==> config.mk <==
export PLATFORM = sky130hd
export DESIGN_NAME = baud_gen_frac
export DESIGN_NICKNAME = d
export VERILOG_FILES = /design/src/rtl/baud_gen_frac.sv
export SDC_FILE = /design/constraint.sdc
export NUM_CORES = 1
export LEC_CHECK = 0
export BUFFER_PORTS_ARGS = -buffer_cell sky130_fd_sc_hd__buf_4
export CORE_UTILIZATION = 59
export DETAILED_ROUTE_END_ITERATION = 16
export PLACE_DENSITY = 0.8
export SLEW_MARGIN = 20
export SYNTH_ARGS = -nofsm -noshare
export SYNTH_HDL_FRONTEND = slang
export SYNTH_SLANG_ARGS = --single-unit
==> constraint.sdc <==
create_clock -name clk -period 4.5 [get_ports clk]
set_clock_uncertainty 0.1 [all_clocks]
set_input_delay 0.225 -clock clk [delete_from_list [all_inputs] [get_ports clk]]
set_output_delay 0.225 -clock clk [all_outputs]
set_load 0.02 [all_outputs]
==> src/rtl/baud_gen_frac.sv <==
`default_nettype none
// ============================================================================
//  Module   : baud_gen_frac
//  Purpose  : Fractional-N baud-rate generator. Produces an oversample tick
//             whose period alternates between act_int and act_int+1 clk
//             cycles so that the average period is act_int + act_frac/2^FRAC_W.
//             Baud-period pulses (centre and end) and a baud square wave are
//             derived from an oversample counter.
//  Ports    : clk       - clock, rising edge
//             rst       - asynchronous active-high reset
//             en        - generator enable
//             load      - one-cycle strobe latching div_int/div_frac
//             div_int   - integer oversample period, clk cycles
//             div_frac  - fractional period, units of 2^-FRAC_W cycles
//             sync      - phase restart
//             tick_os   - pulse at OVERSAMPLE x baud
//             mid_tick  - pulse at the centre of each baud period
//             bclk_tick - pulse at the end of each baud period
//             bclk      - baud-rate square wave (low first half, high second)
//             cfg_err   - sticky flag, set by a rejected divisor load
//  Revision : 1.0 - initial release
// ============================================================================
module baud_gen_frac #(
  parameter int OVERSAMPLE = 16,
  parameter int DIV_W      = 16,
  parameter int FRAC_W     = 8,
  parameter int DEF_INT    = 27,
  parameter int DEF_FRAC   = 32
) (
  input  logic              clk,
  input  logic              rst,
  input  logic              en,
  input  logic              load,
  input  logic [DIV_W-1:0]  div_int,
  input  logic [FRAC_W-1:0] div_frac,
  input  logic              sync,
  output logic              tick_os,
  output logic              mid_tick,
  output logic              bclk_tick,
  output logic              bclk,
  output logic              cfg_err
);

  localparam int              OS_W    = $clog2(OVERSAMPLE);
  localparam logic [OS_W-1:0] OS_LAST = OS_W'(OVERSAMPLE - 1);
  localparam logic [OS_W-1:0] OS_MID  = OS_W'(OVERSAMPLE / 2 - 1);
  localparam logic [OS_W-1:0] OS_HALF = OS_W'(OVERSAMPLE / 2);

  logic [DIV_W-1:0]  act_int;
  logic [FRAC_W-1:0] act_frac;
  logic [DIV_W:0]    cnt;
  logic [FRAC_W-1:0] frac_acc;
  logic              ext;
  logic [OS_W-1:0]   os_cnt;

  logic              load_ok;
  logic [DIV_W:0]    cnt_target;
  logic              tick;
  logic [FRAC_W:0]   frac_sum;

  // Divisors below 2 would give a zero-length or single-cycle period that the
  // counter compare cannot represent, so they are refused.
  assign load_ok    = load && (div_int >= DIV_W'(2));

  // The extra cycle owed by the last accumulator carry stretches this period.
  assign cnt_target = {1'b0, act_int} + (DIV_W+1)'(ext) - (DIV_W+1)'(1);

  assign tick       = en && !load && !sync && (cnt == cnt_target);
  assign frac_sum   = {1'b0, frac_acc} + {1'b0, act_frac};

  always_ff @(posedge clk or posedge rst) begin
    if (rst) begin
      act_int  <= DIV_W'(DEF_INT);
      act_frac <= FRAC_W'(DEF_FRAC);
      cnt      <= '0;
      frac_acc <= '0;
      ext      <= 1'b0;
      os_cnt   <= '0;
      cfg_err  <= 1'b0;
    end else if (load) begin
      if (load_ok) begin
        act_int  <= div_int;
        act_frac <= div_frac;
        cnt      <= '0;
        frac_acc <= '0;
        ext      <= 1'b0;
        os_cnt   <= '0;
        cfg_err  <= 1'b0;
      end else begin
        // Rejected divisor: everything, counters included, holds this cycle.
        cfg_err  <= 1'b1;
      end
    end else if (sync || !en) begin
      cnt      <= '0;
      frac_acc <= '0;
      ext      <= 1'b0;
      os_cnt   <= '0;
    end else if (tick) begin
      cnt      <= '0;
      frac_acc <= frac_sum[FRAC_W-1:0];
      ext      <= frac_sum[FRAC_W];
      // OVERSAMPLE is a power of two, so natural wrap gives the modulo.
      os_cnt   <= os_cnt + OS_W'(1);
    end else begin
      cnt      <= cnt + (DIV_W+1)'(1);
    end
  end

  assign tick_os   = tick;
  assign mid_tick  = tick && (os_cnt == OS_MID);
  assign bclk_tick = tick && (os_cnt == OS_LAST);
  assign bclk      = en && (os_cnt >= OS_HALF);

endmodule
`default_nettype wire

Yosys cells after proc, flatten, opt, wreduce, memory -nomap -nowiden

Cells that the tools add are included.

Register bits after elaboration: 55
Memories: 0
Memory bits (writable): 0
ROM bits: 0
Bits in latches: 0
Input port bits: 29

Shift-type cells: 0
Add/subtract/negate cells: 5
Order comparisons: 2
Bitwise logic cells: 0
Multiply operators: 0
Eq/ne operators: 4
Reductions and logical operators: 14
Muxes and demuxes: 17
Divide/modulo/power cells: 0

Operator list:

| kind                  | count |
|---|---|
| $mux 17               | 4 |
| $mux 8                | 4 |
| $add 16x1->17         | 1 |
| $add 17x1->17 const B | 1 |
| $eq 17x17->1          | 1 |
| $sub 17x1->17 const B | 1 |
| $ge 16x2->1 const B   | 1 |
| $mux 4                | 4 |
| $add 8x8->9           | 1 |
| $logic_and 1x1->1     | 7 |
| $mux 1                | 5 |
| $add 4x1->4 const B   | 1 |
| $eq 4x3->1 const B    | 1 |
| $eq 4x4->1 const B    | 1 |
| $ge 4x4->1 const B    | 1 |
| $reduce_and 2->1      | 2 |
| $logic_not 1->1       | 3 |
| $reduce_bool 3->1     | 1 |
| $ne 2x1->1 const B    | 1 |
| $logic_or 1x1->1      | 1 |

Longest topological paths before layout

Gate-level depths: netlist of run 1.

Depth after elaboration: 7
Gate-level depth with buffers: 14

Worst setup path after synthesis of run 1

No wires, ideal clock.

Path kind: reg-to-output
From: reg act_int[0]
To: out bclk_tick
Path buffers: 1
Required time: 4.175 ns
Cell stages (with the launch flop): 12
Arrival: 3.033 ns
Setup slack: 1.142 ns
Path through: dfstp_2 -> inv_1 -> ha_1 -> ha_1 -> nor3b_2 -> and3_1 -> or4_1 -> a2111oi_4 -> and4_1 -> buf_6 -> nand2_2 -> nor3_1

Longest elaborated chain between the ends: 5

Ends and longest elaborated chain:

| element                | line | RTL |
|---|---|---|
| start, declared        | 49   | `logic [DIV_W-1:0] act_int;` |
| start signal, assigned | 73   | `act_int <= DIV_W'(DEF_INT);` |
| start signal, assigned | 82   | `act_int <= div_int;` |
| $add 16x1->17          | 66   | `assign cnt_target = {1'b0, act_int} + (DIV_W+1)'(ext) - (DIV_W+1)'(1);` |
| $sub 17x1->17          | 66   |  |
| $eq 17x17->1           | 68   | `assign tick = en && !load && !sync && (cnt == cnt_target);` |
| $logic_and 1x1->1      | 68   |  |
| $logic_and 1x1->1      | 111  | `assign bclk_tick = tick && (os_cnt == OS_LAST);` |
| end, declared          | 39   | `output logic bclk_tick,` |

Every way passes these cells.

Worst setup path after layout of run 1

From: reg ext
To: out tick_os

Longest elaborated chain between the ends: 4

Ends and longest elaborated chain:

| element                | line | RTL |
|---|---|---|
| start, declared        | 53   | `logic ext;` |
| start signal, assigned | 101  | `ext <= frac_sum[FRAC_W];` |
| $add 16x1->17          | 66   |  |
| $sub 17x1->17          | 66   |  |
| $eq 17x17->1           | 68   |  |
| $logic_and 1x1->1      | 68   |  |
| end, declared          | 37   | `output logic tick_os,` |

Every way passes these cells.

==> flow_metrics.env, run 1 <==
export IMPL_drive_gt1_frac=0.223
export IMPL_grt_pass1_wl_mm=12.9
export IMPL_remaining_drc_errors=0
export IMPL_via_per_inst=6.26
export IMPL_p_comb_frac=0.139
export IMPL_clockPowerShare=0.359
export IMPL_io_pins=34
export IMPL_area_delta_synth_final_pct=12.0
export IMPL_antenna_found_initial=0
export IMPL_clock_path_buffers=2
export IMPL_rrSetupSlack_ps=790
export IMPL_cp_required_ps=4180
export IMPL_io_buffers=33
export IMPL_crit_start="ext"
export IMPL_setup_viol=0
export IMPL_max_cap_viol_count=0
export IMPL_intPower_mw=0.818
export IMPL_nets=414
export IMPL_report_final_slew_viol_count=0
export IMPL_die_area_mm2=0.00616
export IMPL_cellPowerDensity_mw_per_mm2=282
export IMPL_diodes=0
export IMPL_worst_pin_slew_ps=704
export IMPL_drt_wl_total_mm=7.69
export IMPL_hold_viol=9
export IMPL_place_worst_setup_slack_ps=840
export IMPL_start_util=0.619
export IMPL_syn_area_mm2=0.00345
export IMPL_status="finished with violations"
export IMPL_via_count=2779
export IMPL_critical_path_slowest_cell="nor3b_2"
export IMPL_cp_max_fo=12
export IMPL_rsz0062_at_grt="no"
export IMPL_use_met1=0.353
export IMPL_grt_max_degree=56
export IMPL_cpPeakStageDelay_ps=600
export IMPL_ys_seq_area_frac=0.401
export IMPL_path_clk_slew_ps=90
export IMPL_yosys_most_used_dff="dfrtp_1"
export IMPL_post_cts_buffers=0
export IMPL_synth_net_count=385
export IMPL_drt_pass1_iter_count=4
export IMPL_r2r_start="ext"
export IMPL_gp_congestion=0.963
export IMPL_drt_iter0_markers=128
export IMPL_fin_util=0.694
export IMPL_worstSetupStartpointType="flop"
export IMPL_cts_root_buf="clkbuf_8"
export IMPL_hp_class="primary input to asynchronous set/reset pin"
export IMPL_dieHeight_um=78.5
export IMPL_grt_usage=0.274
export IMPL_layout_setup_ws_ps=445
export IMPL_rows=27
export IMPL_ir_worst_vdd_mv=0.175
export IMPL_met3_usage=0.0453
export IMPL_cts_resized=0
export IMPL_dieWidth_um=78.5
export IMPL_crit_path_cell_trace="inv_1 -> ha_1 -> ha_1 -> nor3b_2 -> a21oi_1 -> or4_1 -> a2111oi_4 -> and4_1 -> nand2_2 -> inv_1 -> buf_4"
export IMPL_avgSynthCellArea_um2=10.1
export IMPL_dpl_cell_count=436
export IMPL_async_flop_share=1.00
export IMPL_layout_cells_non_filler=444
export IMPL_critical_path_class="flop to output pin"
export IMPL_hpwl_mm=5.52
export IMPL_synth_edf_count=0
export IMPL_synth_seq_cells=55
export IMPL_cp_arrival_ps=3730
export IMPL_numCtsBuffers=5
export IMPL_insertion_delay_ps=320
export IMPL_cts_sinks=55
export IMPL_yosysUniqueCellTypes=64
export IMPL_p_leak_nw=1.69
export IMPL_grt_overflow=0
export IMPL_hold_ws_ps=-6.77
export IMPL_routedWlPerCell_um=17.3
export IMPL_syn_inst=342
export IMPL_slew_headroom=0.531
export IMPL_reg2reg_depth=11
export IMPL_cts_hold_buf=0
export IMPL_post_route_min_period_ps=4050
export IMPL_h_tree_depth=2
export IMPL_end_kind="output pin"
export IMPL_fin_crit_sh=0.901
export IMPL_synth_warnings=0
export IMPL_tritoncts="done"
export IMPL_grtUsageMet2=0.466
export IMPL_grt_pass1_vias=2660
export IMPL_drtAntennaViolNets=0
export IMPL_p_switching_mw=0.272
export IMPL_seqPwrFrac=0.503
export IMPL_final_setup_tns_ps=0
export IMPL_core_area_mm2=0.00557
export IMPL_grt_busiest_layer="met2"
export IMPL_critPathCapture="tick_os"
export IMPL_netSwitchingFraction=0.249
export IMPL_r2r_end="cnt[16]"
export IMPL_violations="hold timing"
export IMPL_max_freq_mhz=247
## kinds of logic (layout without fill, tap and decap cells)
group | after synthesis | in the layout | share of synthesized area
AND/OR/NAND/NOR | 121 | 121 | 0.199
multiplexers | 23 | 23 | 0.0739
AO/OA/AOI/OAI | 71 | 71 | 0.161
adder cells (fa/ha/maj) | 14 | 14 | 0.0529
XOR/XNOR | 25 | 25 | 0.0674
buffers and inverters | 33 | 63 | 0.0453
flip-flops | 55 | 55 | 0.401
## worst max-delay path, delay by kind of cell (launching register included)
family,cells,cell delay [ps]
buf+inv,3,600
compound gates,2,440
fa+ha+maj,2,410
flops,1,370
simple gates,4,1580
## sequential cells by signal, summed over array words and instances, names as in the netlist
signal,count
ext,1
act_int,16
frac_acc,8
act_frac,8
os_cnt,4
cnt,17
cfg_err,1
## cell type report
cell class                      instances  area [µm²]
Inverter                               18        67.6
Clock buffer                            6        72.6
Tap cell                               72        90.1
Sequential cell                        55        1380
Timing Repair Buffer                   37         278
Fill cell                             440        1710
Multi-Input combinational cell        254        1920
Clock inverter                          2        60.1
## cells in the final DEF (no fill, tap or decap), drive strengths merged, types with 3 or more instances in the layout
| cell | synthesis | layout |
|---|---|---|
| o2bb2ai | 3 | 3 |
| a21oi | 7 | 7 |
| buf | 8 | 37 |
| a21o | 3 | 3 |
| inv | 18 | 18 |
| nor3 | 14 | 14 |
| clkbuf | 7 | 6 |
| and2 | 3 | 3 |
| mux2 | 20 | 20 |
| and4 | 3 | 3 |
| nor4 | 10 | 10 |
| a31oi | 8 | 8 |
| xor2 | 10 | 10 |
| or4 | 3 | 3 |
| nor2b | 6 | 6 |
| o31ai | 4 | 4 |
| mux2i | 3 | 3 |
| and3 | 5 | 5 |
| xnor2 | 14 | 14 |
| nand4 | 13 | 13 |
| o21ai | 9 | 9 |
| a221o | 5 | 5 |
| ha | 13 | 13 |
| a22o | 12 | 12 |
| nand3 | 14 | 14 |
| dfrtp | 50 | 50 |
| dfstp | 5 | 5 |
| nor2 | 15 | 15 |
| nand2 | 24 | 24 |
| a41oi | 3 | 3 |
## power groups by stage
| stage | registers (mW) | logic [mW] | clock network, mW |
|---|---|---|---|
| after CTS | 0.548 | 0.151 | 0.394 |
| final | 0.547 | 0.151 | 0.391 |
| after detailed placement | 0.558 | 0.150 | 0 |
| after floorplan | 0.549 | 0.109 | 0 |
| after global placement | 0.557 | 0.145 | 0 |
| after global routing | 0.552 | 0.167 | 0.409 |
## cell usage after synthesis (3+ instances only)
master,count,area [µm²]
a21o_1,3,22.5
a21oi_1,7,35.0
a221o_1,5,50.1
a22o_1,12,105
a31oi_1,8,50.1
a41oi_1,3,26.3
and2_1,3,18.8
and3_1,5,31.3
and4_1,3,26.3
clkbuf_1,7,26.3
dfrtp_1,50,1250
dfstp_2,5,131
ha_1,13,163
inv_1,18,67.6
mux2_2,20,225
mux2i_1,3,30.0
nand2_1,23,86.3
nand3_1,14,70.1
nand4_1,13,81.3
nor2_1,14,52.6
nor2b_1,6,37.5
nor3_1,13,65.1
nor4_1,10,62.6
o21ai_0,8,40.0
o2bb2ai_1,3,26.3
o31ai_1,4,30.0
or4_1,3,22.5
xnor2_1,14,123
xor2_1,10,87.6
## through the flow
step                      instance area [µm²]  power [mW]
final                                    3870        1.09
after global routing                     3870        1.13
after CTS                                3870        1.09
after detailed placement                 3730       0.708
after global placement                   3730       0.702
after floorplan                          3450       0.658
## per-layer routing
metal,share of wire,vias up
li1,-,1338
met1,0.43,1359
met2,0.51,67
met3,0.041,15
met4,0.019,0
met5,0,-
## worst min path at each step
stage | end | depth (start not counted)
after CTS | act_frac[7] | 3
after global placement | act_int[10] | 3
after global routing | act_frac[4] | 2
final | os_cnt[2] | 3
after floorplan | act_int[1] | 2
after detailed placement | act_int[10] | 3
Power figures use the tool's default switching activity.
==> inputs of run 2 (changes only) <==
--- a/config.mk
+++ b/config.mk
@@ -6,9 +6,10 @@
 export NUM_CORES = 1
 export LEC_CHECK = 0
 export BUFFER_PORTS_ARGS = -buffer_cell sky130_fd_sc_hd__buf_4
-export CORE_UTILIZATION = 59
+export CORE_UTILIZATION = 60
+export CTS_BUF_LIST = sky130_fd_sc_hd__clkbuf_4 sky130_fd_sc_hd__clkbuf_8
 export DETAILED_ROUTE_END_ITERATION = 16
-export PLACE_DENSITY = 0.8
+export PLACE_DENSITY = 0.81
 export SLEW_MARGIN = 20
 export SYNTH_ARGS = -nofsm -noshare
 export SYNTH_HDL_FRONTEND = slang
==> flow_metrics.env, run 2 (synthesis results as in run 1) <==
export IMPL_status="finished with violations"
export IMPL_violations="hold timing"
export IMPL_final_common_cell="dfrtp_1"
export IMPL_tritoncts="done"
export IMPL_insertion_delay_ps=320
export IMPL_grt_pass1_wl_mm=13.3
export IMPL_cp_arrival_ps=3750
export IMPL_core_area_mm2=0.00554
export IMPL_top_regs="cnt: 17 flops, act_int: 16 flops"
export IMPL_cts_sinks=55
export IMPL_critical_path_slowest_cell="nor3b_2"
export IMPL_hp_class="primary input to asynchronous set/reset pin"
export IMPL_io_pins=34
export IMPL_rsz0062_at_grt="no"
export IMPL_via_count=2818
export IMPL_post_route_min_period_ps=4070
export IMPL_use_met1=0.352
export IMPL_dieWidth_um=77.9
export IMPL_diodes=0
export IMPL_placed_area_mm2=0.00373
export IMPL_cp_max_fo=12
export IMPL_clock_path_buffers=2
export IMPL_top_register="cnt"
export IMPL_hold_viol=10
export IMPL_critical_path_class="flop to output pin"
export IMPL_cts_root_buf="clkbuf_8"
export IMPL_cpPeakStageDelay_ps=620
export IMPL_multi_input_area_mm2=0.00192
export IMPL_hpwl_mm=5.57
export IMPL_cts_resized=0
export IMPL_ir_worst_vdd_mv=0.206
export IMPL_cellPowerDensity_mw_per_mm2=271
export IMPL_regArea_mm2=0.00138
export IMPL_grt_pass1_vias=2817
export IMPL_slew_headroom=0.516
export IMPL_drive_gt1_frac=0.224
export IMPL_setup_viol=0
export IMPL_dieHeight_um=77.9
export IMPL_cts_hold_buf=0
export IMPL_h_tree_depth=2
export IMPL_grt_busiest_layer="met2"
export IMPL_routedWlPerCell_um=17.8
export IMPL_largest_reg_flops=17
export IMPL_area_delta_synth_final_pct=11.4
export IMPL_path_clk_slew_ps=110
export IMPL_drt_iter0_markers=206
export IMPL_grt_overflow=0
export IMPL_start_util=0.623
export IMPL_hold_ws_ps=-14.3
export IMPL_max_freq_mhz=246
export IMPL_worstSetupStartpointType="flop"
export IMPL_io_buffers=33
export IMPL_mostFrequentLayoutCells="dfrtp_1 (50), buf_4 (36), nand2_1 (23)"
export IMPL_gp_congestion=0.960
export IMPL_die_area_mm2=0.00606
export IMPL_finalPower_mw=1.04
export IMPL_antenna_found_initial=0
export IMPL_rows=27
export IMPL_crit_path_cell_trace="inv_1 -> ha_1 -> ha_1 -> nor3b_2 -> a21oi_1 -> or4_1 -> a2111oi_4 -> and4_1 -> nand2_2 -> inv_1 -> buf_4"
export IMPL_end_kind="output pin"
export IMPL_met3_usage=0.0494
export IMPL_grtUsageMet2=0.488
export IMPL_fillers=437
export IMPL_p_leak_nw=1.67
export IMPL_max_cap_viol_count=0
export IMPL_numCtsBuffers=5
export IMPL_drt_wl_total_mm=7.88
export IMPL_grt_max_degree=56
export IMPL_post_cts_buffers=0
export IMPL_remaining_drc_errors=0
export IMPL_via_per_inst=6.36
export IMPL_worst_pin_slew_ps=723
export IMPL_fin_area_mm2=0.00384
export IMPL_nets=413
export IMPL_final_setup_tns_ps=0
export IMPL_fin_crit_sh=0.905
export IMPL_grt_usage=0.281
export IMPL_report_final_slew_viol_count=0
export IMPL_cp_required_ps=4180
export IMPL_drtAntennaViolNets=0
export IMPL_drt_pass1_iter_count=4
[run 2: changes by cell type in the layout (fill, tap and decap cells not counted), sizes merged]
cell      delta
bufinv       -1
clkinvlp     +1
buf          -1
[run 2: per-layer routing]
| metal | share of wire | vias up |
|---|---|---|
| li1 | - | 1340 |
| met1 | 0.43 | 1359 |
| met2 | 0.50 | 101 |
| met3 | 0.047 | 18 |
| met4 | 0.020 | 0 |
| met5 | 0 | - |
[run 2: through the flow]
stage	std cells	setup WS (ps)	hold WS, ps	utilization
finish	443	428	-14.3	0.694
global route	443	231	33.9	0.694
CTS	443	465	19.1	0.693
detailed placement	435	829	342	0.673
global placement	435	914	348	0.673
floorplan	342	1140	234	-
[run 2: cell type report]
type / instances / area share
Inverter: 18 / 0.0176
Sequential cell: 55 / 0.360
Timing Repair Buffer: 36 / 0.0703
Tap cell: 72 / 0.0234
Multi-Input combinational cell: 254 / 0.500
Clock inverter: 2 / 0.00976
Clock buffer: 6 / 0.0199
[run 2: worst paths after layout]
kind,from,to,slack (ps),cells after the start
setup / recovery,ext,tick_os,430,11
hold / removal,rst,act_int[8],-10,3
setup reg to reg,ext,cnt[15],740,10
hold reg to reg,cfg_err,cfg_err,400,1
max in group asynchronous,rst,cnt[2],3830,3
min in group clk,div_int[0],act_int[0],30,3
[run 2: worst max-delay path, delay by kind of cell (launching register included)]
family / cells / cell delay [ps]
adder cells (fa/ha/maj): 2 / 410
AND/OR/NAND/NOR: 4 / 1590
flip-flops: 1 / 380
AO/OA/AOI/OAI: 2 / 440
buffers and inverters: 3 / 620
[run 2: power by group]
group	switching, mW	internal [mW]
Sequential	0.0291	0.519
Combinational	0.0746	0.0757
Clock	0.171	0.172
